### config.mk
export PLATFORM = sky130hd
export DESIGN_NAME = pipe_stage_skid
export DESIGN_NICKNAME = d
export VERILOG_FILES = /design/src/rtl/pipe_stage_skid.sv
export SDC_FILE = /design/constraint.sdc
export NUM_CORES = 1
export LEC_CHECK = 0
export CORE_MARGIN = 4
export CORE_UTILIZATION = 50
export CTS_CLUSTER_DIAMETER = 30
export DETAILED_ROUTE_END_ITERATION = 8
export PLACE_DENSITY = 0.88
export SLEW_MARGIN = 20
export SYNTH_ARGS = -nofsm -noshare
export SYNTH_HDL_FRONTEND = slang
export SYNTH_SLANG_ARGS = --single-unit
### constraint.sdc
create_clock -name CLK -period 2.65 [get_ports CLK]
set_clock_uncertainty 0.15 [all_clocks]
set_input_delay 0.53 -clock CLK [delete_from_list [all_inputs] [get_ports CLK]]
set_output_delay 0.53 -clock CLK [all_outputs]
set_load 0.005 [all_outputs]
### src/rtl/pipe_stage_skid.sv
// pipe_stage_skid: valid/ready skid stage (head + skid regs); CLK/RST_N, Flush squash, In_* upstream, Out_* downstream, Occupancy and saturating Stall_Count
module pipe_stage_skid #(
  parameter int DATA_W = 128,
  parameter int CTRL_W = 4,
  parameter logic [DATA_W-1:0] FLUSH_PATTERN = {DATA_W/32{32'h2A2A_2A2A}},
  parameter int CNT_W = 16
) (
  input  logic              CLK,
  input  logic              RST_N,
  input  logic              Flush,
  input  logic              In_Valid,
  output logic              In_Ready,
  input  logic [CTRL_W-1:0] In_Ctrl,
  input  logic [DATA_W-1:0] In_Data,
  output logic              Out_Valid,
  input  logic              Out_Ready,
  output logic [CTRL_W-1:0] Out_Ctrl,
  output logic [DATA_W-1:0] Out_Data,
  output logic [1:0]        Occupancy,
  output logic [CNT_W-1:0]  Stall_Count
);
  typedef enum logic [1:0] {EMPTY = 2'd0, ONE = 2'd1, FULL = 2'd2} state_t;
  state_t state;
  logic [CTRL_W-1:0] skid_ctrl;
  logic [DATA_W-1:0] skid_data;
  logic in_fire, out_fire;
  assign In_Ready  = state != FULL;
  assign Out_Valid = state != EMPTY;
  assign Occupancy = state;
  assign in_fire   = In_Valid & In_Ready;
  assign out_fire  = Out_Valid & Out_Ready;
  always_ff @(posedge CLK or negedge RST_N)
    if (!RST_N) begin
      state       <= EMPTY;
      Out_Ctrl    <= '0;
      Out_Data    <= '0;
      skid_ctrl   <= '0;
      skid_data   <= '0;
      Stall_Count <= '0;
    end else begin
      if (Out_Valid && !Out_Ready && !Flush && Stall_Count != '1)
        Stall_Count <= Stall_Count + CNT_W'(1);
      if (Flush) begin
        state     <= EMPTY;
        Out_Ctrl  <= '0;
        Out_Data  <= FLUSH_PATTERN;
        skid_ctrl <= '0;
        skid_data <= '0;
      end else
        case (state)
          EMPTY: if (in_fire) begin
            state    <= ONE;
            Out_Ctrl <= In_Ctrl;
            Out_Data <= In_Data;
          end
          ONE: if (in_fire && out_fire) begin
            Out_Ctrl <= In_Ctrl;
            Out_Data <= In_Data;
          end else if (in_fire) begin
            state     <= FULL;
            skid_ctrl <= In_Ctrl;
            skid_data <= In_Data;
          end else if (out_fire) begin
            state    <= EMPTY;
            Out_Ctrl <= '0;
          end
          FULL: if (out_fire) begin
            state     <= ONE;
            Out_Ctrl  <= skid_ctrl;
            Out_Data  <= skid_data;
            skid_ctrl <= '0;
            skid_data <= '0;
          end
          default: state <= EMPTY;
        endcase
    end
endmodule
==> flow_summary.toml <==
[grt]
grt_use_total = 0.260
use_met1 = 0.323
antenna_found_initial = 1
grt_max_degree = 117
top_usage_layer = "met2"
grt_util_met3 = 0.0684
grt_use_met2 = 0.437
overflow = 0
grt_pass1_wl_um = 59800
grt_pass1_vias = 11400

[clock_tree]
clk_pin_slew_ns = 0.05
clockRootBuffer = "clkbuf_16"
clkLatencyLatePin_ns = 0.55
htree_num_levels = 2
cts_tree = "built"
numCtsBuffers = 55
post-cts-setup-buffer-count = 0
clock_sinks = 282
clk_path_buf_depth = 3

[synth]
syn-num-nets = 1459
yosysTopAreaCell = "dfrtp_1"
ys_top_cells_by_area = "dfrtp_1, nand2_1, mux2i_1"
synth_top_area_share = 0.557
yosysSeqAreaShare = 0.557
ys_warn_count = 0
synth_cells = 1316
async_flop_share = 1.00
syn_area_um2 = 12700
ys_top_cells_by_count = "nand2_1, dfrtp_1, o21ai_0, o31ai_1, mux2i_1"
synth_edf_count = 0
synth.most_common_cell = "nand2_1"
ys_ff_latch = 282
ys.flop_type = "dfrtp_1"
avgSynthCellArea_um2 = 9.62
synth.distinct_cells = 37

[placement]
port_buffers = 288
hpwl_um = 23500
dp_cells = 1861
gp_congestion = 0.863

[critical_path]
worst_setup_path_end_kind = "primary output"
cpMostUsedCell = "inv_1"
max_stage_delay_ns = 0.37
r2r_slack_ns = 0.17
worst_ep_arrival_time_ns = 1.82
cp-start-kind = "flop"
cp_top_family = "buffers and inverters"
crit_chain = "inv_1, ha_1, inv_1, dlygate4sd2_1"
r2r-start = "Occupancy[0]"
crit_buf_inv = 3
path_class = "flop to primary output"
required_ns = 1.97
slowest_stage = "dfrtp_1"
worst-path-max-fanout = 5
startpoint = "Occupancy[0]"

[power]
sw_frac_of_total = 0.314
vdd_ir_drop_max_mv = 0.794
power_frac_clock = 0.363
power.density_nw_per_um2 = 1170
seq_power_share = 0.321
switchingPower_uw = 6660
p_int_uw = 14600
p_leak_uw = 0.00762
comb_power_share = 0.316

[detailed_routing]
vias_per_cell = 5.59
drt-wirelength-per-cell_um = 18.9
drtPass1Iterations = 6
drtIter0Drc = 922
vias = 11000
drt.antenna.violating_nets = 0
drc = 0
routed_wl_um = 37100

[timing]
setup_viol = 0
max-slew-margin-rel = 0.326
grt_setup_unrepaired = "false"
fin_tns_setup_ns = 0
drv_slew = 0
final.period_utilization = 0.943
clock.fmax_mhz = 400
layout_min_cycle_time_ns = 2.50
hold_viol_final = 0
worst_slew_pin_slew_ns = 1.01

[floorplanning]
die_y_um = 167
start_util = 0.515
rows = 57
core_um2 = 24600
die_x_um = 167
dieArea_um2 = 27900
ios = 289

[cells_and_area]
syn_to_final_growth_pct = 43.1
finalNonFillerCells = 1966
drive_gt1_frac = 0.0932
final_net_count = 1738
antenna_cells = 0
nFillCells = 1607

[status]
status = "finished clean"

[run]
maxCapViolCount = 0

[hold_path]
hold_path_class = "flop to flop"
hp-start = "Out_Data[72]"
-- flip-flops by register name (all words and copies together) (netlist names) --
signal       flops
Stall_Count     16
Out_Ctrl         4
Out_Data       128
skid_ctrl        4
skid_data      128
Occupancy        2
-- final cells by class --
type	instances	area, µm²	share of cell area
repair buffers	330	3400	0.188
well taps	324	405	0.0224
flip-flops and latches	282	7060	0.389
multi-input cells	921	5150	0.284
clock inverters	35	549	0.0303
inverters	5	18.8	0.00104
clock buffers	69	1540	0.0850
-- metrics by stage --
stage	power, µW	hold slack, ns	utilization	setup WS (ns)	area [µm²]
CTS	21300	0.325	0.736	0.0355	18100
detailed placement	13500	0.315	0.651	0.0692	16000
global route	22300	0.344	0.736	0.0172	18100
global placement	13100	0.309	0.651	0.143	16000
finish	21200	0.318	0.736	0.152	18100
floorplan	9680	0.0844	-	0.332	12700
-- path summary, 6_finish.rpt --
kind,endpoint,cells after the start
hold / removal,Out_Data[72],2
setup reg to reg,Out_Data[19],7
setup / recovery,In_Ready,4
hold reg to reg,Out_Data[72],2
max in group asynchronous,skid_data[70],3
min in group asynchronous,Out_Data[12],2
-- cell usage in the layout (no fill, tap or decap), types with 2 or more instances in the layout --
cell             synthesis  routed
nor2b_1                 50      50
mux2i_1                 81      81
clkbuf_8                 0       9
clkbuf_16                0      56
o21ai_0                105     105
bufinv_16                0      13
xor2_1                   7       7
clkbuf_1                52       4
xnor2_1                  7       7
o21ai_1                 76      76
clkinvlp_4               0       3
nand2_1                400     400
nor2_4                   0       2
nand4_1                  6       6
buf_12                   0      14
dfrtp_1                282     282
a21oi_1                  2       2
inv_1                    5       5
nand3_1                  9       9
ha_1                     6       5
nor4_1                   2       2
clkdlybuf4s50_1          0     284
clkinv_2                 0      10
clkinv_4                 0       4
nand2b_1                 4       4
nor3_1                   4       4
nor2_1                   8       6
inv_6                    0       4
a32oi_1                  4       4
and3_1                   3       3
a211oi_1                48      48
mux2_2                   3       3
or3_1                    2       2
o31ai_1                 85      85
buf_4                    6      27
-- power by group through the flow --
stage                     logic [µW]  registers (µW)  clock network [µW]
final                           6710            6820                7710
after global routing            7300            6980                8040
after CTS                       6750            6800                7800
after detailed placement        6660            6810                   0
after global placement          6420            6720                   0
after floorplan                 2990            6690                   0
-- cell families after synthesis --
family                     share of synthesized area
xor gates and xnor gates                     0.00968
and+or+nand+nor                                0.161
AOI/OAI and AO/OA                              0.160
buffers and inverters                         0.0399
adders and majority gates                    0.00593
DFF                                            0.557
muxes                                         0.0667
-- worst reg2reg max path: cells and delay by family, from the launching register on --
kind	cells	cell delay [ns]
fa+ha+maj	1	0.26
simple gates	1	0.26
flops	1	0.37
buf+inv	2	0.51
compound gates	3	0.75
-- layer usage --
metal / up-vias / part of all wire
met5: - / 0.00035
met4: 2 / 0.036
met3: 102 / 0.081
met2: 480 / 0.49
met1: 5322 / 0.39
li1: 5093 / -
-- repair_timing --
action / in CTS / in global routing
resized for setup: 1 / 2
endpoints found under the setup margin: 1 / 2
hold buffers: 1 / 0
hold endpoints to repair: 40 / 0
Power figures use the tool's default switching activity.
